`src/rtl/display_arbiter.sv`:
```
// Display content arbiter: result path beats operand echo, with periodic
// re-send of the last accepted frame to keep the 7-segment chain in sync.
module display_arbiter #(
    parameter int unsigned DATA_WIDTH     = 16,
    parameter int unsigned REFRESH_CYCLES = 1000000
) (
    input  logic                  clk,
    input  logic                  rst_n,
    input  logic [DATA_WIDTH-1:0] i_res_data,
    input  logic                  i_res_error,
    input  logic                  i_res_neg,
    input  logic                  i_res_valid,
    output logic                  o_res_ready,
    input  logic [DATA_WIDTH-1:0] i_ech_data,
    input  logic                  i_ech_neg,
    input  logic                  i_ech_valid,
    output logic                  o_ech_ready,
    output logic [DATA_WIDTH-1:0] o_data,
    output logic                  o_error,
    output logic                  o_data_is_neg,
    output logic                  o_valid,
    input  logic                  i_ready
);

    localparam int unsigned CW_RAW = $clog2(REFRESH_CYCLES + 1);
    localparam int unsigned CW     = (CW_RAW == 0) ? 1 : CW_RAW;
    localparam int unsigned RLAST  = (REFRESH_CYCLES == 0) ? 0
                                   : REFRESH_CYCLES - 1;
    localparam logic [CW-1:0] RCNT_LAST  = CW'(RLAST);
    localparam bit            REFRESH_EN = (REFRESH_CYCLES != 0);

    typedef enum logic {
        IDLE = 1'b0,
        SEND = 1'b1
    } state_e;

    state_e                state_q, state_d;
    logic [DATA_WIDTH-1:0] data_q, data_d;
    logic                  error_q, error_d;
    logic                  neg_q, neg_d;
    logic                  have_q, have_d;
    logic [CW-1:0]         rcnt_q, rcnt_d;

    always_ff @(posedge clk or negedge rst_n) begin
        if (!rst_n) begin
            state_q <= IDLE;
        end else begin
            state_q <= state_d;
        end
    end

    always_ff @(posedge clk or negedge rst_n) begin
        if (!rst_n) begin
            data_q  <= '0;
            error_q <= 1'b0;
            neg_q   <= 1'b0;
            have_q  <= 1'b0;
            rcnt_q  <= '0;
        end else begin
            data_q  <= data_d;
            error_q <= error_d;
            neg_q   <= neg_d;
            have_q  <= have_d;
            rcnt_q  <= rcnt_d;
        end
    end

    // Accepted requests always pre-empt a refresh that would fire this cycle.
    always_comb begin
        state_d = state_q;
        data_d  = data_q;
        error_d = error_q;
        neg_d   = neg_q;
        have_d  = have_q;
        rcnt_d  = rcnt_q;
        unique case (state_q)
            IDLE: begin
                if (i_res_valid) begin
                    data_d  = i_res_data;
                    error_d = i_res_error;
                    neg_d   = i_res_neg;
                    have_d  = 1'b1;
                    rcnt_d  = '0;
                    state_d = SEND;
                end else if (i_ech_valid) begin
                    data_d  = i_ech_data;
                    error_d = 1'b0;
                    neg_d   = i_ech_neg;
                    have_d  = 1'b1;
                    rcnt_d  = '0;
                    state_d = SEND;
                end else if (have_q && REFRESH_EN) begin
                    if (rcnt_q == RCNT_LAST) begin
                        rcnt_d  = '0;
                        state_d = SEND;
                    end else begin
                        rcnt_d = rcnt_q + CW'(1);
                    end
                end
            end
            SEND: begin
                if (i_ready) begin
                    rcnt_d  = '0;
                    state_d = IDLE;
                end
            end
            default: state_d = IDLE;
        endcase
    end

    always_comb begin
        o_valid     = (state_q == SEND);
        o_res_ready = (state_q == IDLE);
        o_ech_ready = (state_q == IDLE) && !i_res_valid;
    end

    assign o_data        = data_q;
    assign o_error       = error_q;
    assign o_data_is_neg = neg_q;

endmodule

```
`config.mk`:
```
export PLATFORM = sky130hd
export DESIGN_NAME = display_arbiter
export DESIGN_NICKNAME = d
export VERILOG_FILES = /design/src/rtl/display_arbiter.sv
export SDC_FILE = /design/constraint.sdc
export NUM_CORES = 1
export LEC_CHECK = 0
export CAP_MARGIN = 0
export CORE_MARGIN = 3
export CORE_UTILIZATION = 51
export DETAILED_ROUTE_END_ITERATION = 7
export PLACE_DENSITY = 0.87
export SKIP_CTS_REPAIR_TIMING = 1
export SLEW_MARGIN = 20
export SYNTH_ARGS = -nofsm -noshare
export SYNTH_HDL_FRONTEND = slang
export SYNTH_SLANG_ARGS = --single-unit
```
`constraint.sdc`:
```
create_clock -name clk -period 5.15 [get_ports clk]
set_clock_uncertainty 0.05 [all_clocks]
set_input_delay 0.515 -clock clk [delete_from_list [all_inputs] [get_ports clk]]
set_output_delay 0.515 -clock clk [all_outputs]
set_load 0.005 [all_outputs]
```
Yosys cells after proc, flatten, opt, wreduce, memory -nomap -nowiden
Index checks and enable logic that the tools add are counted.
{"block": "word_totals", "in_bits": 40, "reg_bits": 40, "out_inout_bits": 21, "word_cells": 36}
{"block": "op_classes", "reduce_logical": 5, "n_addsub": 1, "n_bitwise": 1, "n_eq_ne": 3, "mux": 20}
{"cell": "20-bit two-way mux", "n": 5}
{"cell": "20-bit one-hot mux with 2 select lines", "n": 1}
{"cell": "16-bit two-way mux", "n": 2}
{"cell": "20-bit by 1-bit adder with 20-bit output, second input constant", "n": 1}
{"cell": "20-bit == test, second input constant", "n": 1}
{"cell": "1-bit two-way mux", "n": 11}
{"cell": "4-bit by 2-bit inequality test with 1-bit output, second input constant", "n": 1}
{"cell": "2-bit AND reduction", "n": 2}
{"cell": "2-bit inequality test, second input constant", "n": 1}
{"cell": "1-bit one-hot mux with 2 select lines", "n": 1}
{"cell": "2-bit nonzero test", "n": 1}
{"cell": "1-bit logical AND", "n": 1}
{"cell": "1-bit logical NOT", "n": 1}
{"cell": "1-bit NOT", "n": 1}

Depth between registers and ports, before layout
{"block": "logic_depth", "word_depth": 6, "depth_mapped": 7, "mapped_depth_nobuf": 6}

Least setup slack after synthesis
No wires, ideal clock.
{"block": "synth_timing", "kind": "reg-to-reg", "startpoint": "reg rcnt_q[11]", "endpoint": "reg rcnt_q[1]", "period_less_slack_ps": 1869, "setup_slack_ps": 3281, "n_path_buf": 1, "setup_ps": 121, "t_required_ps": 4979, "stages_incl_launch_ff": 6, "arrival_time_ps": 1698, "path_cell_list": "dfrtp_1 or4_4 nor4_4 a21oi_2 buf_6 a22o_1"}
{"block": "synth_between", "elab_chain_len": 6}
{"item": "start: declaration", "line_no": "42", "source": "logic [CW-1:0] rcnt_q, rcnt_d;"}
{"item": "start signal: assignment", "line_no": "64", "source": "rcnt_q <= rcnt_d;"}
{"item": "20-bit == test", "line_no": "93", "source": "if (rcnt_q == RCNT_LAST) begin"}
{"item": "20-bit two-way mux", "line_no": "93"}
{"item": "20-bit two-way mux", "line_no": "92", "source": "end else if (have_q && REFRESH_EN) begin"}
{"item": "20-bit two-way mux", "line_no": "85", "source": "end else if (i_ech_valid) begin"}
{"item": "20-bit two-way mux", "line_no": "78", "source": "if (i_res_valid) begin"}
{"item": "20-bit one-hot mux with 2 select lines", "line_no": "76", "source": "unique case (state_q)"}
Every way passes these cells. The select of a mux whose other input is x is not followed.
A chain may end at the register's enable or synchronous reset.

Worst setup path after layout
{"block": "layout_timing", "startpoint": "in i_res_valid", "endpoint": "reg data_q[12], in the netlist o_data[12]"}
{"block": "layout_between", "elab_chain_len": 2, "elab_cells_between_ends": 3, "classes_between": "1 x mux; 2 x reduce/logical"}
{"item": "start: declaration", "line_no": "12", "source": "input logic i_res_valid,"}
{"item": "2-bit nonzero test (no line)"}
{"item": "2-bit AND reduction (no line)"}
{"item": "end signal: assignment", "line_no": "60", "source": "data_q <= data_d;"}
{"item": "end: declaration", "line_no": "38", "source": "logic [DATA_WIDTH-1:0] data_q, data_d;"}
Parallel ways exist; a longest one is shown, timed or not.

==> impl_metrics.csv <==
group,metric,value,unit
pwr,vdd_drop_max,0.199,mV
place,io_buffers,60,
global_routing,grt_pass1_wl,7.82,mm
pwr,power,0.884,mW
pwr,p_sw_share,28.6,%
synthesis,ys_ff_latch,40,
clock_network,clk_pin_slew,0.07,ns
final_layout,layout_commonest_cell,"clkdlybuf4s50_1",
setup_path,crit_path_start,"i_res_valid",
pwr,powerDensity,320,mW/mm2
synthesis,synthArstFlopShare,100,%
die,io_pins,61,
timing,period_minus_slack,3.02,ns
synthesis,synth.avg_cell_area,9.61,um2
outcome,status,"completed",
final_layout,final_cell_mix,"59 x clkdlybuf4s50_1, 40 x dfrtp_1, 27 x nand2_1",
setup_path,critical_path_class,"in2reg",
timing,rsz0062_at_grt,"no",
timing,period_share,58.6,%
synthesis,synth.distinct_cells,40,
timing,slew_violations,0,
setup_path,r2r_start,"rcnt_q[11]",
drt,first_pass_iters,4,
die,die_height,69.5,um
drt,ant_nets,0,
drt,wl_per_cell,14.7,um
final_layout,nNetsFinal,313,
die,die_area,0.00483,mm2
pwr,p_int,0.631,mW
timing,maxSlewHeadroom,28.2,%
final_layout,antenna_cells,0,
synthesis,synth_area,0.00206,mm2
setup_path,crit_path_end_kind,"flop",
clock_network,numCtsBuffers,5,
drt,drt-total-wl,4.73,mm
clock_network,root_buffer,"clkbuf_8",
global_routing,met1_usage,25.3,%
clock_network,h-tree-depth,2,
clock_network,clock_latency,0.29,ns
final_layout,drive_gt1_share,5.86,%
global_routing,grt.total_usage,20.3,%
timing,worst_slew_pin_slew,1.07,ns
die,start_util,54.5,%
clock_network,cts.sinks,40,
clock_network,cts_tree,"yes",
setup_path,critical_path_peak_fanout,36,
job,cap_violations,0,
setup_path,cp_data_arrival_time,3.09,ns
drt,vias_per_cell,5.69,
pwr,combinationalPowerShare,30.2,%
drt,vias,1826,
global_routing,grt_busiest_layer,"met2",
global_routing,overflow,0,
die,die_w,69.5,um
final_layout,area_delta_synth_final,34.2,%
pwr,p_clk_share,24.1,%
synthesis,synth_nets,255,
place,hpwl,3.53,mm
timing,setup_tns,0,ns
global_routing,grtUsageMet3,8.55,%
timing,fmax,0.331,GHz
setup_path,cp-start-kind,"primary input",
global_routing,grt_use_met2,30.1,%
place,globalplace.congestion,0.902,
setup_path,worstPathRequired,5.22,ns
clock_network,cts_buffer_depth,2,
global_routing,grt_pass1_vias,1791,
die,rows,22,
hold_path,hp-class,"in2async",
drt,drcViolationCount,0,
synthesis,synth_cells,214,
global_routing,antenna_found_initial,0,
synthesis,synth-main-ff-cell,"dfrtp_1",
pwr,switching_power,0.253,mW
pwr,p_leak,1.15,nW
drt,drtIter0Drc,140,
global_routing,grt_max_degree,41,
synthesis,synth_edf_count,0,
timing,setup_viol,0,
die,core_region_area,0.00377,mm2
pwr,p_seq_share,45.7,%
timing,hold_viol_final,0,
synthesis,ys_seq_area_share,48.7,%
synthesis,ys_warn_count,0,
-- worst paths after layout --
path	endpoint	slack (ns)	cells after the start
max	o_data[12]	2.13	4
min	rcnt_q[18]	0.28	1
max reg2reg	rcnt_q[0]	3.14	4
min reg2reg	rcnt_q[18]	0.42	1
max in group asynchronous	o_data[10]	4.22	1
min in group clk	rcnt_q[18]	0.42	1
-- area by class of cell --
type | count | area, um2
clock buffers | 8 | 90.1
inverters | 4 | 15.0
multi-input cells | 161 | 997
repair buffers | 60 | 596
fillers | 254 | 1010
well taps | 48 | 60.1
flip-flops and latches | 40 | 1000
-- power groups by stage --
stage                     registers (mW)  clock network, mW  logic, mW
after CTS                          0.404              0.217      0.272
after detailed placement           0.407                  0      0.271
after global routing               0.412              0.230      0.296
after global placement             0.406                  0      0.266
final                              0.404              0.213      0.267
after floorplan                    0.406                  0     0.0960
-- per-layer routing --
layer / up-vias / part of all wire (%)
li1: 886 / -
met1: 842 / 41
met2: 89 / 46
met3: 9 / 11
met4: 0 / 2.2
met5: - / 0
-- metrics by stage --
step | setup slack [ns] | hold slack (ns) | cells | util [%] | instance area [um2]
detailed placement | 1.80 | 0.414 | 313 | 70.8 | 2670
finish | 2.13 | 0.276 | 321 | 73.2 | 2760
floorplan | 3.28 | 0.169 | 214 | - | 2060
CTS | 2.13 | 0.309 | 321 | 73.2 | 2760
global route | 1.88 | 0.361 | 321 | 73.2 | 2760
global placement | 1.94 | 0.404 | 313 | 70.8 | 2670
-- cell usage after synthesis (all sizes together), types with 2 or more instances --
master  instances  area share, %
a21oi          12            3.1
a31oi           4            1.2
and2            3           0.91
and3            4            1.2
and4            2           0.91
buf             3           0.97
clkbuf          6            1.1
dfrtp          40             49
inv             4           0.73
mux2i          19            9.3
nand2          27            4.9
nand2b          4            1.2
nand3          11            2.7
nand3b          3            1.1
nand4           8            2.4
nor2           15            2.7
nor4            3            1.6
o21ai          26            6.5
or3             2           0.61
or4             2           0.91
xnor2           2           0.85
xor2            3            1.3
-- registers in the layout, indices dropped and copies added, names as in the netlist --
| signal | cells |
|---|---|
| o_data_is_neg | 1 |
| rcnt_q | 20 |
| o_data | 16 |
| o_valid | 1 |
| o_error | 1 |
| have_q | 1 |
-- worst max-delay path, cell delays in order --
cell and delay, ns:
clkdlybuf4s50_1 0.96, or2_2 0.64, nand2_1 0.72, o21ai_0 0.24
-- kinds of logic after synthesis --
family,after synthesis,share of synthesized area [%]
fa+ha+maj,1,0.609
xor+xnor,5,2.13
mux,20,9.80
compound gates,49,13.9
simple gates,86,22.1
buf+inv,13,2.80
flops,40,48.7
(Power assumes the default switching activity.)
